--- config.mk ---
export PLATFORM = sky130hd
export DESIGN_NAME = verification_chain_display
export DESIGN_NICKNAME = d
export VERILOG_FILES = /design/src/rtl/verification_chain_display.sv
export SDC_FILE = /design/constraint.sdc
export NUM_CORES = 1
export LEC_CHECK = 0
export ABC_AREA = 1
export BUFFER_PORTS_ARGS = -buffer_cell sky130_fd_sc_hd__buf_2
export CORE_MARGIN = 2
export CORE_UTILIZATION = 59
export CTS_CLUSTER_SIZE = 40
export DETAILED_ROUTE_END_ITERATION = 10
export MAX_ROUTING_LAYER = met4
export PLACE_DENSITY = 0.85
export SLEW_MARGIN = 10
export SYNTH_ARGS = -nofsm -noshare
export SYNTH_HDL_FRONTEND = slang
export SYNTH_SLANG_ARGS = --single-unit
--- constraint.sdc ---
create_clock -name clk -period 4 [get_ports clk]
set_clock_uncertainty 0.1 [all_clocks]
set_input_delay 0.8 -clock clk [delete_from_list [all_inputs] [get_ports clk]]
set_output_delay 0.8 -clock clk [all_outputs]
set_load 0.005 [all_outputs]
--- src/rtl/verification_chain_display.sv ---
// ============================================================================
// Module      : verification_chain_display
// Description : Rasterises a chain of alternating connection/process
//               rectangles and emits one VGA pixel per clock.
// Revision    : 1.0 - initial release
// ============================================================================
`default_nettype none

module verification_chain_display #(
    parameter int NUM_STAGES = 7,
    parameter int CONN_W     = 32,
    parameter int CONN_H     = 2,
    parameter int PROC_W     = 16,
    parameter int PROC_H     = 32,
    parameter int STEP_X     = 16,
    parameter int PROC_Y_OFF = 8
) (
    input  logic       clk,
    input  logic       resetn,
    input  logic       start,
    input  logic       abort,
    input  logic       erase,
    input  logic [8:0] start_x,
    input  logic [7:0] start_y,
    input  logic [2:0] conn_colour,
    input  logic [2:0] proc_colour,
    input  logic [2:0] bg_colour,
    output logic [8:0] x_coord,
    output logic [7:0] y_coord,
    output logic [2:0] colour,
    output logic       plot,
    output logic       busy,
    output logic       done_drawing,
    output logic [3:0] stage
);

    localparam logic [1:0] S_IDLE = 2'd0;
    localparam logic [1:0] S_DRAW = 2'd1;
    localparam logic [1:0] S_DONE = 2'd2;

    localparam logic [8:0] CW_M1      = 9'(CONN_W - 1);
    localparam logic [8:0] PW_M1      = 9'(PROC_W - 1);
    localparam logic [7:0] CH_M1      = 8'(CONN_H - 1);
    localparam logic [7:0] PH_M1      = 8'(PROC_H - 1);
    localparam logic [3:0] LAST_STAGE = 4'(NUM_STAGES - 1);
    localparam logic [7:0] Y_OFF      = 8'(PROC_Y_OFF);

    logic [1:0] state;
    // Counters track the pixel currently presented on the outputs.
    logic [3:0] cur_stage;
    logic [8:0] x_off;
    logic [7:0] y_off;

    logic [8:0] sx_l;
    logic [7:0] sy_l;
    logic       erase_l;
    logic [2:0] cc_l;
    logic [2:0] pc_l;
    logic [2:0] bc_l;

    logic       last_x;
    logic       last_y;
    logic       last_pixel;
    logic [3:0] nxt_stage;
    logic [8:0] nxt_xo;
    logic [7:0] nxt_yo;

    always_comb begin
        last_x     = (x_off == (cur_stage[0] ? PW_M1 : CW_M1));
        last_y     = (y_off == (cur_stage[0] ? PH_M1 : CH_M1));
        last_pixel = last_x && last_y && (cur_stage == LAST_STAGE);
        nxt_stage  = cur_stage;
        nxt_xo     = x_off + 9'd1;
        nxt_yo     = y_off;
        if (last_x) begin
            nxt_xo = 9'd0;
            nxt_yo = y_off + 8'd1;
            if (last_y) begin
                nxt_yo    = 8'd0;
                nxt_stage = cur_stage + 4'd1;
            end
        end
    end

    // The first pixel is computed straight from the start inputs so it can be
    // registered on the start edge itself.
    logic       idle_src;
    logic [3:0] src_stage;
    logic [8:0] src_xo;
    logic [7:0] src_yo;
    logic [8:0] src_sx;
    logic [7:0] src_sy;
    logic       src_erase;
    logic [2:0] src_cc;
    logic [2:0] src_pc;
    logic [2:0] src_bc;
    logic [8:0] pix_x;
    logic [7:0] pix_y;
    logic [2:0] pix_col;
    logic       pix_plot;

    always_comb begin
        idle_src  = (state == S_IDLE);
        src_stage = idle_src ? 4'd0        : nxt_stage;
        src_xo    = idle_src ? 9'd0        : nxt_xo;
        src_yo    = idle_src ? 8'd0        : nxt_yo;
        src_sx    = idle_src ? start_x     : sx_l;
        src_sy    = idle_src ? start_y     : sy_l;
        src_erase = idle_src ? erase       : erase_l;
        src_cc    = idle_src ? conn_colour : cc_l;
        src_pc    = idle_src ? proc_colour : pc_l;
        src_bc    = idle_src ? bg_colour   : bc_l;
        pix_x     = src_sx + 9'(int'(src_stage) * STEP_X) + src_xo;
        pix_y     = src_sy - (src_stage[0] ? Y_OFF : 8'd0) + src_yo;
        pix_col   = src_erase ? src_bc : (src_stage[0] ? src_pc : src_cc);
        pix_plot  = (pix_x < 9'd320) && (pix_y < 8'd240);
    end

    always_ff @(posedge clk or negedge resetn) begin
        if (!resetn) begin
            state        <= S_IDLE;
            cur_stage    <= 4'd0;
            x_off        <= 9'd0;
            y_off        <= 8'd0;
            sx_l         <= 9'd0;
            sy_l         <= 8'd0;
            erase_l      <= 1'b0;
            cc_l         <= 3'd0;
            pc_l         <= 3'd0;
            bc_l         <= 3'd0;
            x_coord      <= 9'd0;
            y_coord      <= 8'd0;
            colour       <= 3'd0;
            plot         <= 1'b0;
            busy         <= 1'b0;
            done_drawing <= 1'b0;
            stage        <= 4'd0;
        end else begin
            case (state)
                S_IDLE: begin
                    done_drawing <= 1'b0;
                    if (start) begin
                        state     <= S_DRAW;
                        sx_l      <= start_x;
                        sy_l      <= start_y;
                        erase_l   <= erase;
                        cc_l      <= conn_colour;
                        pc_l      <= proc_colour;
                        bc_l      <= bg_colour;
                        cur_stage <= 4'd0;
                        x_off     <= 9'd0;
                        y_off     <= 8'd0;
                        x_coord   <= pix_x;
                        y_coord   <= pix_y;
                        colour    <= pix_col;
                        plot      <= pix_plot;
                        busy      <= 1'b1;
                        stage     <= 4'd0;
                    end
                end
                S_DRAW: begin
                    if (abort || last_pixel) begin
                        state        <= abort ? S_IDLE : S_DONE;
                        done_drawing <= !abort;
                        cur_stage    <= 4'd0;
                        x_off        <= 9'd0;
                        y_off        <= 8'd0;
                        x_coord      <= 9'd0;
                        y_coord      <= 8'd0;
                        colour       <= 3'd0;
                        plot         <= 1'b0;
                        busy         <= 1'b0;
                        stage        <= 4'd0;
                    end else begin
                        cur_stage <= nxt_stage;
                        x_off     <= nxt_xo;
                        y_off     <= nxt_yo;
                        x_coord   <= pix_x;
                        y_coord   <= pix_y;
                        colour    <= pix_col;
                        plot      <= pix_plot;
                        stage     <= nxt_stage;
                    end
                end
                S_DONE: begin
                    state        <= S_IDLE;
                    done_drawing <= 1'b0;
                end
                default: begin
                    state        <= S_IDLE;
                    done_drawing <= 1'b0;
                    plot         <= 1'b0;
                    busy         <= 1'b0;
                    stage        <= 4'd0;
                end
            endcase
        end
    end

endmodule

`default_nettype wire
=== Word-level counts from Yosys, hierarchy flattened ===
Cells that the tools add are included.

* Register bits: 77
* Word-level logic and storage cells: 96
* Bits of input ports: 31

* Equal/unequal tests: 7
* Bitwise logic cells: 1
* Add/sub/neg operators: 7
* Reduce and logical (&&, ||, !) cells: 12
* Magnitude comparators: 2
* Muxes and demuxes: 50

{| class="wikitable"
|+ Operators with widths
! operator !! number
|-
| $mux W8 || 8
|-
| $mux W9 || 7
|-
| $pmux W9 S2 || 2
|-
| $pmux W8 S2 || 2
|-
| $mux W4 || 6
|-
| $mux W3 || 7
|-
| $pmux W4 S3 || 1
|-
| $mux W5 || 2
|-
| $add A9 B1 Y9 const B || 1
|-
| $add A9 B8 Y9 || 1
|-
| $add A9 B9 Y9 || 1
|-
| $eq A9 B5 Y1 || 1
|-
| $lt A9 B9 Y1 const B || 1
|-
| $add A8 B1 Y8 const B || 1
|-
| $add A8 B8 Y8 || 1
|-
| $eq A8 B5 Y1 || 1
|-
| $lt A8 B8 Y1 const B || 1
|-
| $pmux W4 S2 || 1
|-
| $reduce_and A2 Y1 || 4
|-
| $sub A8 B4 Y8 || 1
|-
| $mux W1 || 7
|-
| $mux W2 || 3
|-
| $pmux W1 S3 || 2
|-
| $pmux W3 S2 || 1
|-
| 13 further kinds || 16
|}

=== Depth between registers and ports, before layout ===
* Depth in word-level cells: 12
* Mapped depth: 24
* Mapped depth without buffers: 23

=== Worst setup path before layout ===
Ideal clock, no wire load.

* Path kind: reg2reg
* From: register x_off[0]
* To: register plot
* Buffers on the path: 1
* Required time: 3.835 ns
* Clock period less this slack: 3.347 ns
* Setup slack: 0.653 ns
* Stages on the path, launching flop included: 21
* Data arrival time: 3.182 ns
* Path through: dfrtp_1 ha_1 nand3_2 nor2_1 nand2_1 buf_6 nor2_4 nand2_2 o21ai_0 nand2_1 fa_1 inv_1 ha_1 nand2_1 or2_2 nand3_1 xor2_1 nand2_1 nand3_1 nand3_1 nand2_1

* Longest elaborated chain between the ends: 10

{| class="wikitable"
|+ Ends and longest elaborated chain
! element !! RTL line !! source
|-
| from (decl) || 51 || <nowiki>logic [8:0] x_off;</nowiki>
|-
| from (signal assigned) || 176 || <nowiki>x_off <= nxt_xo;</nowiki>
|-
| $eq A9 B5 Y1 || 69 || <nowiki>last_x = (x_off == (cur_stage[0] ? PW_M1 : CW_M1));</nowiki>
|-
| $mux W4 || 75 || <nowiki>if (last_x) begin</nowiki>
|-
| $mux W4 || 104 || <nowiki>src_stage = idle_src ? 4'd0 : nxt_stage;</nowiki>
|-
| $mux W4 || 114 || <nowiki>pix_y = src_sy - (src_stage[0] ? Y_OFF : 8'd0) + src_yo;</nowiki>
|-
| $sub A8 B4 Y8 || 114 ||
|-
| $add A8 B8 Y8 || 114 ||
|-
| $lt A8 B8 Y1 || 116 || <nowiki>pix_plot = (pix_x < 9'd320) && (pix_y < 8'd240);</nowiki>
|-
| $logic_and A1 B1 Y1 || 116 ||
|-
| $mux W1 (on tied branches) || 162, 142 ||
|-
| $pmux W1 S3 (*) || 139 || <nowiki>case (state)</nowiki>
|-
| to (signal assigned) || 156 || <nowiki>plot <= pix_plot;</nowiki>
|-
| to (signal assigned) || 181 || <nowiki>plot <= pix_plot;</nowiki>
|-
| to (decl) || 31 || <nowiki>output logic plot,</nowiki>
|}

Every way passes the cells marked *; elsewhere a longest branch is shown, timed or not. The select of a mux whose other input is x is not followed.
A chain may end at the register's enable or synchronous reset.

=== Final worst setup path ===
* From: register x_off[1]
* To: register plot

Same word-level chain as after synthesis.

==> metrics.cfg <==
[status]
status=complete, no violations

[worst_setup_path]
criticalPathCategory=reg2reg
r2r_end=plot$_DFFE_PN0P_
r2r_slack_ps=370
worstSetupStartpoint=x_off[1]$_DFFE_PN0P_
critPathLaunchType=register
critical_path_required_ps=4160
cp-endpoint=plot$_DFFE_PN0P_
crit_fanout=7
r2r_start=x_off[1]$_DFFE_PN0P_
end_kind=register
cp.arrival_ps=3800
reg2regPathDepth=23

[timing]
relSlewSlack_pct=34.79
period_share_pct=90.84
setup-violations-final=0
period_minus_slack_ps=3634
max_slew.worst_pin.slew_ps=978.1
fmax_ghz=0.2752
maxSlewViolCount=0
tns_ps=0
final-hold-violation-count=0

[yosys]
async_flop_share_pct=100.0
yosysWarnings=0
avgSynthCellArea_sq_um=7.596
netlist_area_sq_um=4838
synth_flop_cell=dfrtp_1
synth-edff-count=0
yosys_register_bits=77
synth.distinct_cells=35
syn_nets=701
syn_inst=637
ys_seq_area_share_pct=39.82

[clock_tree]
clk_pin_slew_worst_paths_ps=80
cts_made_buffers=9
htree_levels=3
worstSkewPairLatency_ps=370
cts_buffer_depth=2
clock-sinks=77
root_buffer=clkbuf_8
cts_tree=built

[power]
total_leakage_power_nw=2.850
p_total_mw=2.331
power.density_nw_per_um2=428.9
peakVddDrop_mv=0.2359

[job]
cap_violations=0

[floorplanning]
start_util_pct=59.79
core-area_sq_um=8093
die_w_um=94.56
design.die.area_sq_um=8941
ios=58
die_h_um=94.56
rows=33

[global_route]
grt_pass1_vias=4240
grt_pass1_wl_mm=19.48
track_usage_pct=29.44
grt_max_degree=78
antenna_found_initial=0
grt-ovfl-total=0

[routing]
vias=4323
via_per_inst=5.397
wl_met1_mm=5.096
drt_iter0_markers=239
top_layer=met4
wl_per_cell_um=15.01
ant_nets=0
firstDrtPassIters=6
dr_wl_met2_mm=5.978
met3_length_um=606
drc=0
totalWireLength_mm=12.02

[hold_path]
hold_path.class=reg2reg
holdCritStartpoint=stage[1]$_DFFE_PN0P_

[placed_design]
port-buffer-count=57
gp_congestion=0.9067
place_hpwl_mm=8.563

[finish]
nets=755
diodes=0
area_growth_pct=12.31
fillCellCount=700
drive_gt1_share_pct=14.22

[cell usage in the layout, fill, tap and decap left out, types with 3 or more instances in the layout]
master	count
a21oi_1	12
a22o_1	3
buf_2	56
buf_4	6
clkbuf_1	3
clkbuf_8	10
dfrtp_1	77
fa_1	4
ha_1	29
inv_1	97
inv_2	3
nand2_1	162
nand2_2	4
nand3_1	36
nand3b_1	3
nand4_1	8
nor2_1	41
nor2_2	3
nor2_4	3
nor3_1	5
o21ai_0	73
o22ai_1	16
xnor2_1	6
xor2_1	12
[what timing repair did]
action	CTS	global route
resized for setup	0	5
hold buffers	0	0
setup buffers	0	2
setup endpoints to repair	0	2
[worst min path at each step]
stage	endpoint	slack, ps	cells past startpoint
floorplan	sx_l[5]$_DFFE_PN0P_	350	2
global route	stage[2]$_DFFE_PN0P_	410	2
CTS	sx_l[6]$_DFFE_PN0P_	390	2
global placement	colour[1]$_DFFE_PN0P_	360	2
finish	stage[1]$_DFFE_PN0P_	380	2
detailed placement	stage[1]$_DFFE_PN0P_	370	2
[critical path: stages, from the launching register on]
cell,delay [ps]
dfrtp_1,360
ha_1,210
nand3_2,120
nor2_1,160
nand2_2,150
nor2_4,150
nand2_2,100
nand2_2,100
nand3_4,130
xnor2_1,180
inv_1,60
ha_1,170
a21o_1,150
ha_1,340
a21oi_2,210
nor2_1,70
nor3_2,160
nand2_1,100
nand2_1,110
nand2_1,70
nand2_1,90
nand3_1,110
nand3_1,80
nand2_1,50
[registers in the layout (all words and copies together), names as in the netlist, 4 cells and up]
register,flops
cur_stage,4
x_off,9
sy_l,8
stage,4
y_off,8
x_coord,9
sx_l,9
y_coord,8
[cell usage after synthesis (6+ instances only)]
| cell | n | area [sq um] |
|---|---|---|
| nand2_1 | 163 | 611.8 |
| inv_1 | 97 | 364.1 |
| dfrtp_1 | 77 | 1927 |
| o21ai_0 | 75 | 375.4 |
| nor2_1 | 41 | 153.9 |
| nand3_1 | 36 | 180.2 |
| ha_1 | 29 | 362.9 |
| o22ai_1 | 16 | 100.1 |
| a21oi_1 | 13 | 65.06 |
| clkbuf_1 | 13 | 48.80 |
| xor2_1 | 12 | 105.1 |
| nand4_1 | 8 | 50.05 |
| nor3_1 | 6 | 30.03 |
| xnor2_1 | 6 | 52.55 |
[cells by family (layout without fill, tap and decap cells)]
logic type,after synthesis,in the layout,share of synthesized area (%)
AO/OA/AOI/OAI,115,115,13.16
XOR/XNOR,18,18,3.258
adder cells (fa/ha/maj),33,33,9.154
buffers and inverters,120,179,9.801
flip-flops,77,77,39.82
AND/OR/NAND/NOR,274,274,24.80
[metal layers]
metal  GRT usage [%]  up-vias
met1           34.68     2008
met4           12.08        0
li1                -     2146
met3           3.751       26
met5               -        -
met2           51.13      143
[through the flow]
step                      worst slack [ps]  utilization [%]  hold slack (ps)  cells  area [sq um]
final                                366.3            67.15            378.6    801          5434
after CTS                            197.2            66.82            385.8    799          5408
after global placement               331.8            64.13            360.0    783          5190
after global routing                -38.03            67.15            405.0    801          5434
after detailed placement             262.1            64.13            365.8    783          5190
after floorplan                      653.2                -            347.9    637          4838
[final cells by class]
type	count	area, sq um	area share, %
clock buffer	13	148.9	2.740
clock inverter	3	68.82	1.266
inverter	101	384.1	7.069
multi-input combinational	440	2449	45.06
sequential	77	1927	35.46
tap	105	131.4	2.418
timing repair buffer	62	325.3	5.987
[report_power, final]
part	switching [mW]	total, mW	internal [mW]	leakage [nW]
Sequential	0.0650	0.972	0.907	1.00
Clock	0.289	0.660	0.370	0.108
Combinational	0.436	0.699	0.263	1.74
Total	0.790	2.33	1.54	2.85
No activity file was read; power rests on OpenSTA's default activity.
